$ cat config.mk
export PLATFORM = sky130hd
export DESIGN_NAME = fetch_prefetch_queue_flat
export DESIGN_NICKNAME = d
export VERILOG_FILES = /design/src/rtl/fetch_prefetch_queue_if.sv /design/src/rtl/fetch_prefetch_queue.sv /design/src/flat_wrapper.sv
export SDC_FILE = /design/constraint.sdc
export NUM_CORES = 1
export LEC_CHECK = 0
export ABC_AREA = 0
export CAP_MARGIN = 20
export CORE_AREA = 2 2 162 164
export CTS_CLUSTER_DIAMETER = 100
export DETAILED_ROUTE_END_ITERATION = 16
export DIE_AREA = 0 0 164 166
export GPL_TIMING_DRIVEN = 0
export MAX_ROUTING_LAYER = met4
export PLACE_DENSITY = 0.81
export SYNTH_ARGS = -nofsm -noshare
export SYNTH_HDL_FRONTEND = slang
export SYNTH_SLANG_ARGS = --single-unit
$ cat constraint.sdc
create_clock -name clock -period 14.6 [get_ports clock]
set_input_delay 2.19 -clock clock [delete_from_list [all_inputs] [get_ports clock]]
set_output_delay 2.19 -clock clock [all_outputs]
set_load 0.02 [all_outputs]
$ cat src/rtl/fetch_prefetch_queue_if.sv
// Prefetch queue bus bundle: redirect input, instruction-memory request/response
// channel, and the valid/ready hand-off to Fetch.
//   master : the prefetch queue (drives memRequest/memAddress and the out* head)
//   slave  : the surrounding core/memory (drives redirect, memory response, outReady)
interface fetch_prefetch_queue_if #(
    parameter int unsigned DEPTH = 4
);
    localparam int unsigned OccWidth = $clog2(DEPTH + 1);

    logic                redirectValid;
    logic [31:0]         redirectAddress;
    logic                memRequest;
    logic [31:0]         memAddress;
    logic                memValid;
    logic [31:0]         memData;
    logic                outValid;
    logic                outReady;
    logic [31:0]         outInstruction;
    logic [31:0]         outProgramCounter;
    logic [OccWidth-1:0] occupancy;

    modport master (
        input  redirectValid, redirectAddress, memValid, memData, outReady,
        output memRequest, memAddress, outValid, outInstruction, outProgramCounter, occupancy
    );

    modport slave (
        output redirectValid, redirectAddress, memValid, memData, outReady,
        input  memRequest, memAddress, outValid, outInstruction, outProgramCounter, occupancy
    );
endinterface

$ cat src/rtl/fetch_prefetch_queue.sv
// Instruction prefetch queue. Issues sequential word fetches to instruction
// memory, buffers {pc, instr} pairs in a circular buffer and hands the head to
// Fetch over valid/ready. A redirect flushes the buffer and restarts at the
// word-aligned target; a response still in flight at redirect time is dropped.
// Ports:
//   clock, reset : rising-edge clock, asynchronous active-high reset
//   bus          : fetch_prefetch_queue_if.master (redirect, memory, Fetch side)
module fetch_prefetch_queue #(
    parameter int unsigned DEPTH        = 4,
    parameter logic [31:0] RESET_VECTOR = 32'h0000_0000
) (
    input  logic                   clock,
    input  logic                   reset,
    fetch_prefetch_queue_if.master bus
);
    localparam int unsigned PtrWidth = (DEPTH > 1) ? $clog2(DEPTH) : 1;
    localparam int unsigned OccWidth = $clog2(DEPTH + 1);

    // RUN: idle, WAIT: response will be kept, DISCARD: response will be dropped
    typedef enum logic [1:0] {
        RUN     = 2'd0,
        WAIT    = 2'd1,
        DISCARD = 2'd2
    } state_t;

    state_t              state;
    logic [31:0]         pcStore    [DEPTH];
    logic [31:0]         instrStore [DEPTH];
    logic [PtrWidth-1:0] readPtr;
    logic [PtrWidth-1:0] writePtr;
    logic [OccWidth-1:0] occupancy;
    logic [OccWidth-1:0] occupancyNext;
    logic [31:0]         fetchPC;
    logic [31:0]         memAddress;
    logic                memRequest;
    logic                outValid;
    logic                push;
    logic                pop;
    logic                issue;
    logic [31:0]         redirectTarget;
    logic                unusedAddressBits;

    // Per-cycle push/pop/issue decisions; a redirect overrides all of them.
    always_comb begin
        redirectTarget = {bus.redirectAddress[31:2], 2'b00};
        pop            = outValid && bus.outReady && !bus.redirectValid;
        push           = (state == WAIT) && bus.memValid && !bus.redirectValid;
        // Only issued from RUN, so no request is outstanding and a free slot is guaranteed.
        issue          = (state == RUN) && !bus.redirectValid && (occupancy < OccWidth'(DEPTH));
        occupancyNext  = occupancy;
        if (bus.redirectValid) begin
            occupancyNext = '0;
        end else if (push && !pop) begin
            occupancyNext = occupancy + OccWidth'(1);
        end else if (pop && !push) begin
            occupancyNext = occupancy - OccWidth'(1);
        end
    end

    // Request FSM, fetch PC and circular buffer.
    always_ff @(posedge clock or posedge reset) begin
        if (reset) begin
            state      <= RUN;
            readPtr    <= '0;
            writePtr   <= '0;
            occupancy  <= '0;
            outValid   <= 1'b0;
            memRequest <= 1'b0;
            memAddress <= RESET_VECTOR;
            fetchPC    <= RESET_VECTOR;
            for (int i = 0; i < int'(DEPTH); i++) begin
                pcStore[i]    <= '0;
                instrStore[i] <= '0;
            end
        end else begin
            memRequest <= issue;
            occupancy  <= occupancyNext;
            outValid   <= (occupancyNext != '0);

            if (bus.redirectValid) begin
                readPtr  <= '0;
                writePtr <= '0;
                fetchPC  <= redirectTarget;
            end else begin
                if (issue) begin
                    memAddress <= fetchPC;
                    fetchPC    <= fetchPC + 32'd4;
                end
                if (push) begin
                    pcStore[writePtr]    <= memAddress;
                    instrStore[writePtr] <= bus.memData;
                    writePtr             <= writePtr + PtrWidth'(1);
                end
                if (pop) begin
                    readPtr <= readPtr + PtrWidth'(1);
                end
            end

            // A response always retires the outstanding request, even alongside a redirect.
            case (state)
                RUN: begin
                    if (issue) state <= WAIT;
                end
                WAIT: begin
                    if (bus.memValid)           state <= RUN;
                    else if (bus.redirectValid) state <= DISCARD;
                end
                DISCARD: begin
                    if (bus.memValid) state <= RUN;
                end
                default: state <= RUN;
            endcase
        end
    end

    assign unusedAddressBits     = ^bus.redirectAddress[1:0];
    assign bus.memRequest        = memRequest;
    assign bus.memAddress        = memAddress;
    assign bus.outValid          = outValid;
    assign bus.occupancy         = occupancy;
    assign bus.outInstruction    = instrStore[readPtr];
    assign bus.outProgramCounter = pcStore[readPtr];
endmodule

$ cat src/flat_wrapper.sv
// flat-port wrapper written by rule: the top's interface ports become plain ports
module fetch_prefetch_queue_flat 
#(
    parameter int unsigned DEPTH        = 4,
    parameter logic [31:0] RESET_VECTOR = 32'h0000_0000
)
  (clock, reset, bus_redirectValid, bus_redirectAddress, bus_memValid, bus_memData, bus_outReady, bus_memRequest, bus_memAddress, bus_outValid, bus_outInstruction, bus_outProgramCounter, bus_occupancy);
  fetch_prefetch_queue_if #(.DEPTH(DEPTH)) bus_i ();
  input  logic clock;
  input  logic reset;
  input wire logic [$bits(bus_i.redirectValid)-1:0] bus_redirectValid;
  input wire logic [$bits(bus_i.redirectAddress)-1:0] bus_redirectAddress;
  input wire logic [$bits(bus_i.memValid)-1:0] bus_memValid;
  input wire logic [$bits(bus_i.memData)-1:0] bus_memData;
  input wire logic [$bits(bus_i.outReady)-1:0] bus_outReady;
  output wire logic [$bits(bus_i.memRequest)-1:0] bus_memRequest;
  output wire logic [$bits(bus_i.memAddress)-1:0] bus_memAddress;
  output wire logic [$bits(bus_i.outValid)-1:0] bus_outValid;
  output wire logic [$bits(bus_i.outInstruction)-1:0] bus_outInstruction;
  output wire logic [$bits(bus_i.outProgramCounter)-1:0] bus_outProgramCounter;
  output wire logic [$bits(bus_i.occupancy)-1:0] bus_occupancy;
  assign bus_i.redirectValid = bus_redirectValid;
  assign bus_i.redirectAddress = bus_redirectAddress;
  assign bus_i.memValid = bus_memValid;
  assign bus_i.memData = bus_memData;
  assign bus_i.outReady = bus_outReady;
  assign bus_memRequest = bus_i.memRequest;
  assign bus_memAddress = bus_i.memAddress;
  assign bus_outValid = bus_i.outValid;
  assign bus_outInstruction = bus_i.outInstruction;
  assign bus_outProgramCounter = bus_i.outProgramCounter;
  assign bus_occupancy = bus_i.occupancy;
  fetch_prefetch_queue #(.DEPTH(DEPTH), .RESET_VECTOR(RESET_VECTOR)) u_core (.clock(clock), .reset(reset), .bus(bus_i));
endmodule
==> run_results.csv, run 1 <==
group,metric,value,unit
run_status,status,"complete, no violations",
hold_path,hp-start,"u_core.instrStore[42]$_DFFE_PP0P_",
timing,finalHoldViolCount,0,
critical_path,cp_slowest_cell,"clkbuf_1",
logic_synthesis,ys_top_cells_by_area,"dfrtp_1, mux2_2, mux4_2, clkbuf_1, nand2_1",
critical_path,worst-path-buf-inv,4,
routing,first_pass_iters,5,
routing,via_per_inst,5.82,
placed_design,gp_congestion,0.865,
grt,grt_first_pass_wirelength,49700,um
critical_path,critPathCaptureType,"output port",
timing,drv_slew,0,
timing,skew,0.0175,ns
timing,period_share,41.2,%
critical_path,crit_arrival,3.83,ns
logic_synthesis,synth_common_cells,"dfrtp_1, mux2_2, mux4_2",
critical_path,rr_startpoint,"u_core.readPtr[0]$_DFFE_PP0P_",
logic_synthesis,yosys_most_used_dff,"dfrtp_1",
placed_design,placed_cells,1436,
logic_synthesis,syn-cell-area,14100,sq um
routing,drt-total-wl,30800,um
logic_synthesis,yosysTopAreaCellShare,56.7,%
critical_path,crit_start,"u_core.readPtr[0]$_DFFE_PP0P_",
routing,wl_met2,15000,um
clocking,cts_buffers,35,
timing,tightest_slew,0.962,ns
logic_synthesis,synthCells,933,
routing,ant_nets,0,
clocking,htreeDepth,2,
run,maxCapViolations,0,
routing,drt_iter0_drc,648,
logic_synthesis,yosys.area.top_type,"dfrtp_1",
floorplanning,num_io_pins,170,
cells_and_area,nNetsFinal,1214,
critical_path,critical_path.cell_chain,"clkbuf_1 -> buf_1 -> clkbuf_1 -> mux4_2 -> clkdlybuf4s50_1",
placed_design,port_buffers,163,
critical_path,crit_required,12.41,ns
routing,met1Wirelength,13600,um
power_and_ir_drop,power_leakage,0.00767,uW
cells_and_area,drive_above_1_share,35.0,%
logic_synthesis,ys_warn_count,0,
critical_path,crit_fanout,10,
clocking,cts_sinks,319,
clocking,clk-insertion-delay-late,0.50,ns
power_and_ir_drop,peakVddDrop,0.000134,V
logic_synthesis,synth-async-reset-ratio,100,%
cells_and_area,syn_to_final_growth,23.6,%
power_and_ir_drop,powerDensity,185,nW/um^2
timing,relSlewSlack,35.8,%
cells_and_area,fillCellCount,1827,
floorplanning,dieArea,27200,sq um
floorplanning,std_cell_rows,59,
floorplanning,die_h,166,um
clocking,root_buffer,"clkbuf_16",
grt,antenna_found_initial,0,
clocking,clock_path_buffers,3,
grt,grt_max_degree,118,
clocking,ctsHoldBuffers,0,
timing,tns,0,ns
placed_design,dp_hpwl,20400,um
floorplanning,die_w,164,um
floorplanning,core-area,25600,sq um
grt,grt_use_total,24.0,%
critical_path,crit_type,"reg -> out",
hold_path,min_path_type,"reg -> reg",
routing,route.met3.wl,1500,um
logic_synthesis,synth_seq_cells,319,
logic_synthesis,avgSynthCellArea,15.1,sq um
critical_path,crit_path_start_kind,"register",
critical_path,critPathMaxStageDelay,0.71,ns
clocking,cts-resized-gates,0,
routing,drc,0,
cells_and_area,diodes,0,
logic_synthesis,ys_types,42,
floorplanning,start_util,54.9,%
logic_synthesis,seq_area_frac_synth,56.7,%
cells_and_area,finalNonFillerCells,1496,
critical_path,cp_top_family,"buffers and inverters",
timing,finalCriticalPeriod,6.02,ns
grt,grt_pass1_vias,9166,
clocking,clkTransAtPathRegs,0.06,ns
timing,rsz0062_at_grt,"false",
logic_synthesis,synth_most_common_cell,"dfrtp_1",
routing,post_drt_wl_per_cell,20.6,um
routing,num_vias,8707,
critical_path,crit_top_cell,"clkbuf_1",
timing,setup_viol,0,
clocking,cts_tree,"yes",
clocking,cts_setup_buffers,0,
timing,max_freq,0.166,GHz
logic_synthesis,synth-edff-count,0,
routing,top_layer,"met4",
grt,gr-total-overflow,0,
-- worst reg2reg max path, delay by kind of cell (launching register included) --
family	cells	cell delay (ns)
AND/OR/NAND/NOR	1	0.05
buffers and inverters	3	1.98
XOR/XNOR	1	0.19
flip-flops	1	0.32
-- layout make-up --
cell class,instances,area [sq um],share of cell area [%]
Buffer,60,251,1.45
Clock buffer,52,1050,6.05
Clock inverter,8,140,0.806
Inverter,11,48.8,0.281
Multi-Input combinational cell,546,5810,33.4
Sequential cell,319,7980,45.9
Tap cell,335,419,2.41
Timing Repair Buffer,165,1690,9.70
-- cells by family (layout without fill, tap and decap cells) --
family                     count (synthesis)  after routing  share of synthesized area [%]
xor gates and xnor gates                  17             17                           1.06
other                                      1              4                         0.0267
and+or+nand+nor                          122            122                           4.59
adders and majority gates                  9              9                          0.765
AOI/OAI and AO/OA                         49             49                           2.21
muxes                                    345            345                           32.5
buffers and inverters                     71            296                           2.08
DFF                                      319            319                           56.7
-- final timing paths --
| path | to | slack, ns | depth (start not counted) |
|---|---|---|---|
| min | u_core.instrStore[42]$_DFFE_PP0P_ | 0.50 | 1 |
| min reg2reg | u_core.instrStore[42]$_DFFE_PP0P_ | 0.50 | 1 |
| max | bus_outProgramCounter[16] | 8.58 | 5 |
| max in group asynchronous | u_core.bus.memRequest$_DFF_PP0_ | 11.40 | 3 |
| max reg2reg | u_core.readPtr[0]$_DFFE_PP0P_ | 11.93 | 5 |
| min in group asynchronous | u_core.instrStore[108]$_DFFE_PP0P_ | 2.22 | 2 |
-- metal layers --
metal	vias to the layer above	global-route usage, %
met5	-	-
met2	281	37.5
li1	3889	-
met3	60	3.45
met4	0	6.33
met1	4477	33.3
-- state kept, by name (all words and copies together), names as in the netlist --
signal / flops
u_core.bus.outValid: 1
u_core.readPtr: 2
u_core.instrStore: 128
u_core.pcStore: 120
u_core.bus.occupancy: 3
u_core.bus.memAddress: 30
u_core.bus.memRequest: 1
u_core.writePtr: 2
u_core.fetchPC: 30
u_core.state: 2
-- placed cells by master, fill, tap and decap left out, types with 5 or more instances in the layout --
master and instances:
nor3_1 5, nand3_1 11, inv_1 10, clkbuf_16 37
xnor2_1 12, dfrtp_1 319, o21ai_0 15, or4_1 15
mux2_2 279, clkbuf_1 55, ha_1 7, xor2_1 5
o31ai_1 12, nand4_1 8, nor2_1 26, nand2_1 31
clkdlybuf4s50_1 163, clkbuf_8 7, mux4_2 62, a31oi_1 17
nor4_1 6, buf_1 5
-- stage by stage --
stage	cell area, sq um	setup slack [ns]	utilization [%]	total power (uW)	hold WS [ns]
after floorplan	14100	3.58	-	1870	0.474
after global placement	16100	-0.0619	63.0	2290	0.482
after detailed placement	16200	8.98	63.2	2320	0.487
after CTS	17400	8.44	67.9	3240	0.500
after global routing	17400	8.24	67.9	3360	0.510
final	17400	8.58	67.9	3210	0.500
-- power by group --
group / switching [uW] / total [uW] / internal, uW
combinational: 447 / 1020 / 576
sequential: 169 / 1280 / 1110
clock: 341 / 909 / 567
Note: power is estimated with default switching activity, not from simulation.
==> run 2: changes to the inputs <==
==> constraint.sdc (replaced) <==
create_clock -name clock -period 6.17 [get_ports clock]
set_input_delay 0.9255 -clock clock [delete_from_list [all_inputs] [get_ports clock]]
set_output_delay 0.9255 -clock clock [all_outputs]
set_load 0.02 [all_outputs]
==> run 2 against run 1 <==
- core utilization up 0.39 points
- critical path depth unchanged
- clock skew down 0.0048 ns
- first-iteration DRC count down 9.7%
- combinational power up 140%
- global-route usage up 0.37 points
- hold slack worse by 0.0012 ns
- critical path type unchanged
- largest power group unchanged
==> run_results.csv, run 2 (synthesized netlist as in run 1, its figures left out) <==
group,metric,value,unit
run,maxCapViolations,0,
grt,antenna_found_initial,0,
grt,grt_first_pass_wirelength,50700,um
placed_design,port_buffers,163,
timing,max_freq,0.212,GHz
run_status,status,"complete, no violations",
timing,finalCriticalPeriod,4.71,ns
placed_design,gp_congestion,0.881,
cells_and_area,reg_top3,"u_core.instrStore (128), u_core.pcStore (120)",
routing,drc,0,
grt,grt_use_total,24.3,%
timing,setup_viol,0,
cells_and_area,largest_reg_flops,128,
timing,finalHoldViolCount,0,
clocking,htreeDepth,2,
clocking,cts_tree,"yes",
power_and_ir_drop,peakVddDrop,0.000266,V
cells_and_area,final_common_cell,"dfrtp_1",
routing,ant_nets,0,
floorplanning,dieArea,27200,sq um
grt,grt_max_degree,43,
cells_and_area,diodes,0,
routing,via_per_inst,5.79,
clocking,clock_path_buffers,3,
floorplanning,start_util,54.9,%
routing,post_drt_wl_per_cell,20.6,um
clocking,cts-resized-gates,0,
cells_and_area,layout_common_cells,"dfrtp_1, mux2_2, clkdlybuf4s50_1",
timing,period_share,76.4,%
routing,first_pass_iters,5,
critical_path,crit_required,5.24,ns
clocking,clkTransAtPathRegs,0.05,ns
critical_path,critPathCaptureType,"output port",
floorplanning,die_h,166,um
floorplanning,std_cell_rows,59,
floorplanning,num_io_pins,170,
critical_path,crit_type,"reg -> out",
clocking,ctsHoldBuffers,0,
cells_and_area,nNetsFinal,1221,
power_and_ir_drop,power_leakage,0.00771,uW
routing,num_vias,8715,
power_and_ir_drop,powerDensity,434,nW/um^2
timing,rsz0062_at_grt,"false",
clocking,cts_buffers,36,
cells_and_area,syn_to_final_growth,24.3,%
timing,relSlewSlack,37.9,%
routing,drt-total-wl,31000,um
grt,gr-total-overflow,0,
timing,skew,0.0127,ns
hold_path,min_path_type,"reg -> reg",
clocking,root_buffer,"clkbuf_16",
clocking,cts_setup_buffers,0,
timing,tns,0,ns
placed_design,dp_hpwl,20700,um
cells_and_area,largest_register,"u_core.instrStore",
clocking,clk-insertion-delay-late,0.51,ns
critical_path,crit_arrival,3.79,ns
timing,tightest_slew,0.932,ns
critical_path,crit_path_start_kind,"register",
power_and_ir_drop,total_power,7580,uW
critical_path,crit_fanout,10,
floorplanning,die_w,164,um
clocking,cts_sinks,319,
routing,drt_iter0_drc,585,
floorplanning,core-area,25600,sq um
cells_and_area,drive_above_1_share,35.7,%
grt,grt_pass1_vias,9311,
timing,drv_slew,0,
## run 2: stage by stage
step                      instances  utilization [%]  setup WS [ns]  hold WS [ns]  cell area, sq um
after floorplan                 936                -          0.992         0.474             14100
after global placement         1434             63.0          -1.12         0.481             16100
after detailed placement       1442             63.6           1.91         0.488             16300
after CTS                      1504             68.3           1.31         0.501             17500
after global routing           1504             68.3           1.12         0.509             17500
final                          1504             68.3           1.46         0.499             17500
## run 2: cell type report
type	count	area [sq um]
Buffer	60	251
Inverter	11	45.0
Clock inverter	13	149
Tap cell	335	419
Fill cell	1760	8130
Clock buffer	49	1040
Timing Repair Buffer	171	1790
Multi-Input combinational cell	546	5810
Sequential cell	319	7980
## run 2: routing by layer
metal	vias up	wire length (um)	GRT usage [%]
li1	3915	-	-
met1	4496	13300	33.1
met2	257	15600	38.7
met3	47	1700	4.47
met4	0	476	5.23
met5	-	0	-
## run 2: critical path, cell delays in order, from the launching register on
cell and delay, ns:
dfrtp_1 0.32, clkbuf_1 0.69, buf_1 0.69, clkbuf_1 0.55, mux4_2 0.40, clkdlybuf4s50_1 0.62
## run 2: where the power goes
part           internal, uW  switching, uW
Sequential             2620            401
Combinational          1370           1060
Clock                  1300            829
Total                  5300           2290
## run 2: final timing paths
path | start | endpoint | slack (ns) | depth (start not counted)
worst max-delay path | u_core.readPtr[0]$_DFFE_PP0P_ | bus_outProgramCounter[15] | 1.46 | 5
worst min-delay path | u_core.instrStore[125]$_DFFE_PP0P_ | u_core.instrStore[125]$_DFFE_PP0P_ | 0.50 | 1
worst max register to register | u_core.readPtr[0]$_DFFE_PP0P_ | u_core.readPtr[0]$_DFFE_PP0P_ | 3.55 | 5
worst min register to register | u_core.instrStore[125]$_DFFE_PP0P_ | u_core.instrStore[125]$_DFFE_PP0P_ | 0.50 | 1
max in group asynchronous | reset | u_core.instrStore[40]$_DFFE_PP0P_ | 4.16 | 5
min in group asynchronous | reset | u_core.pcStore[107]$_DFFE_PP0P_ | 0.86 | 2
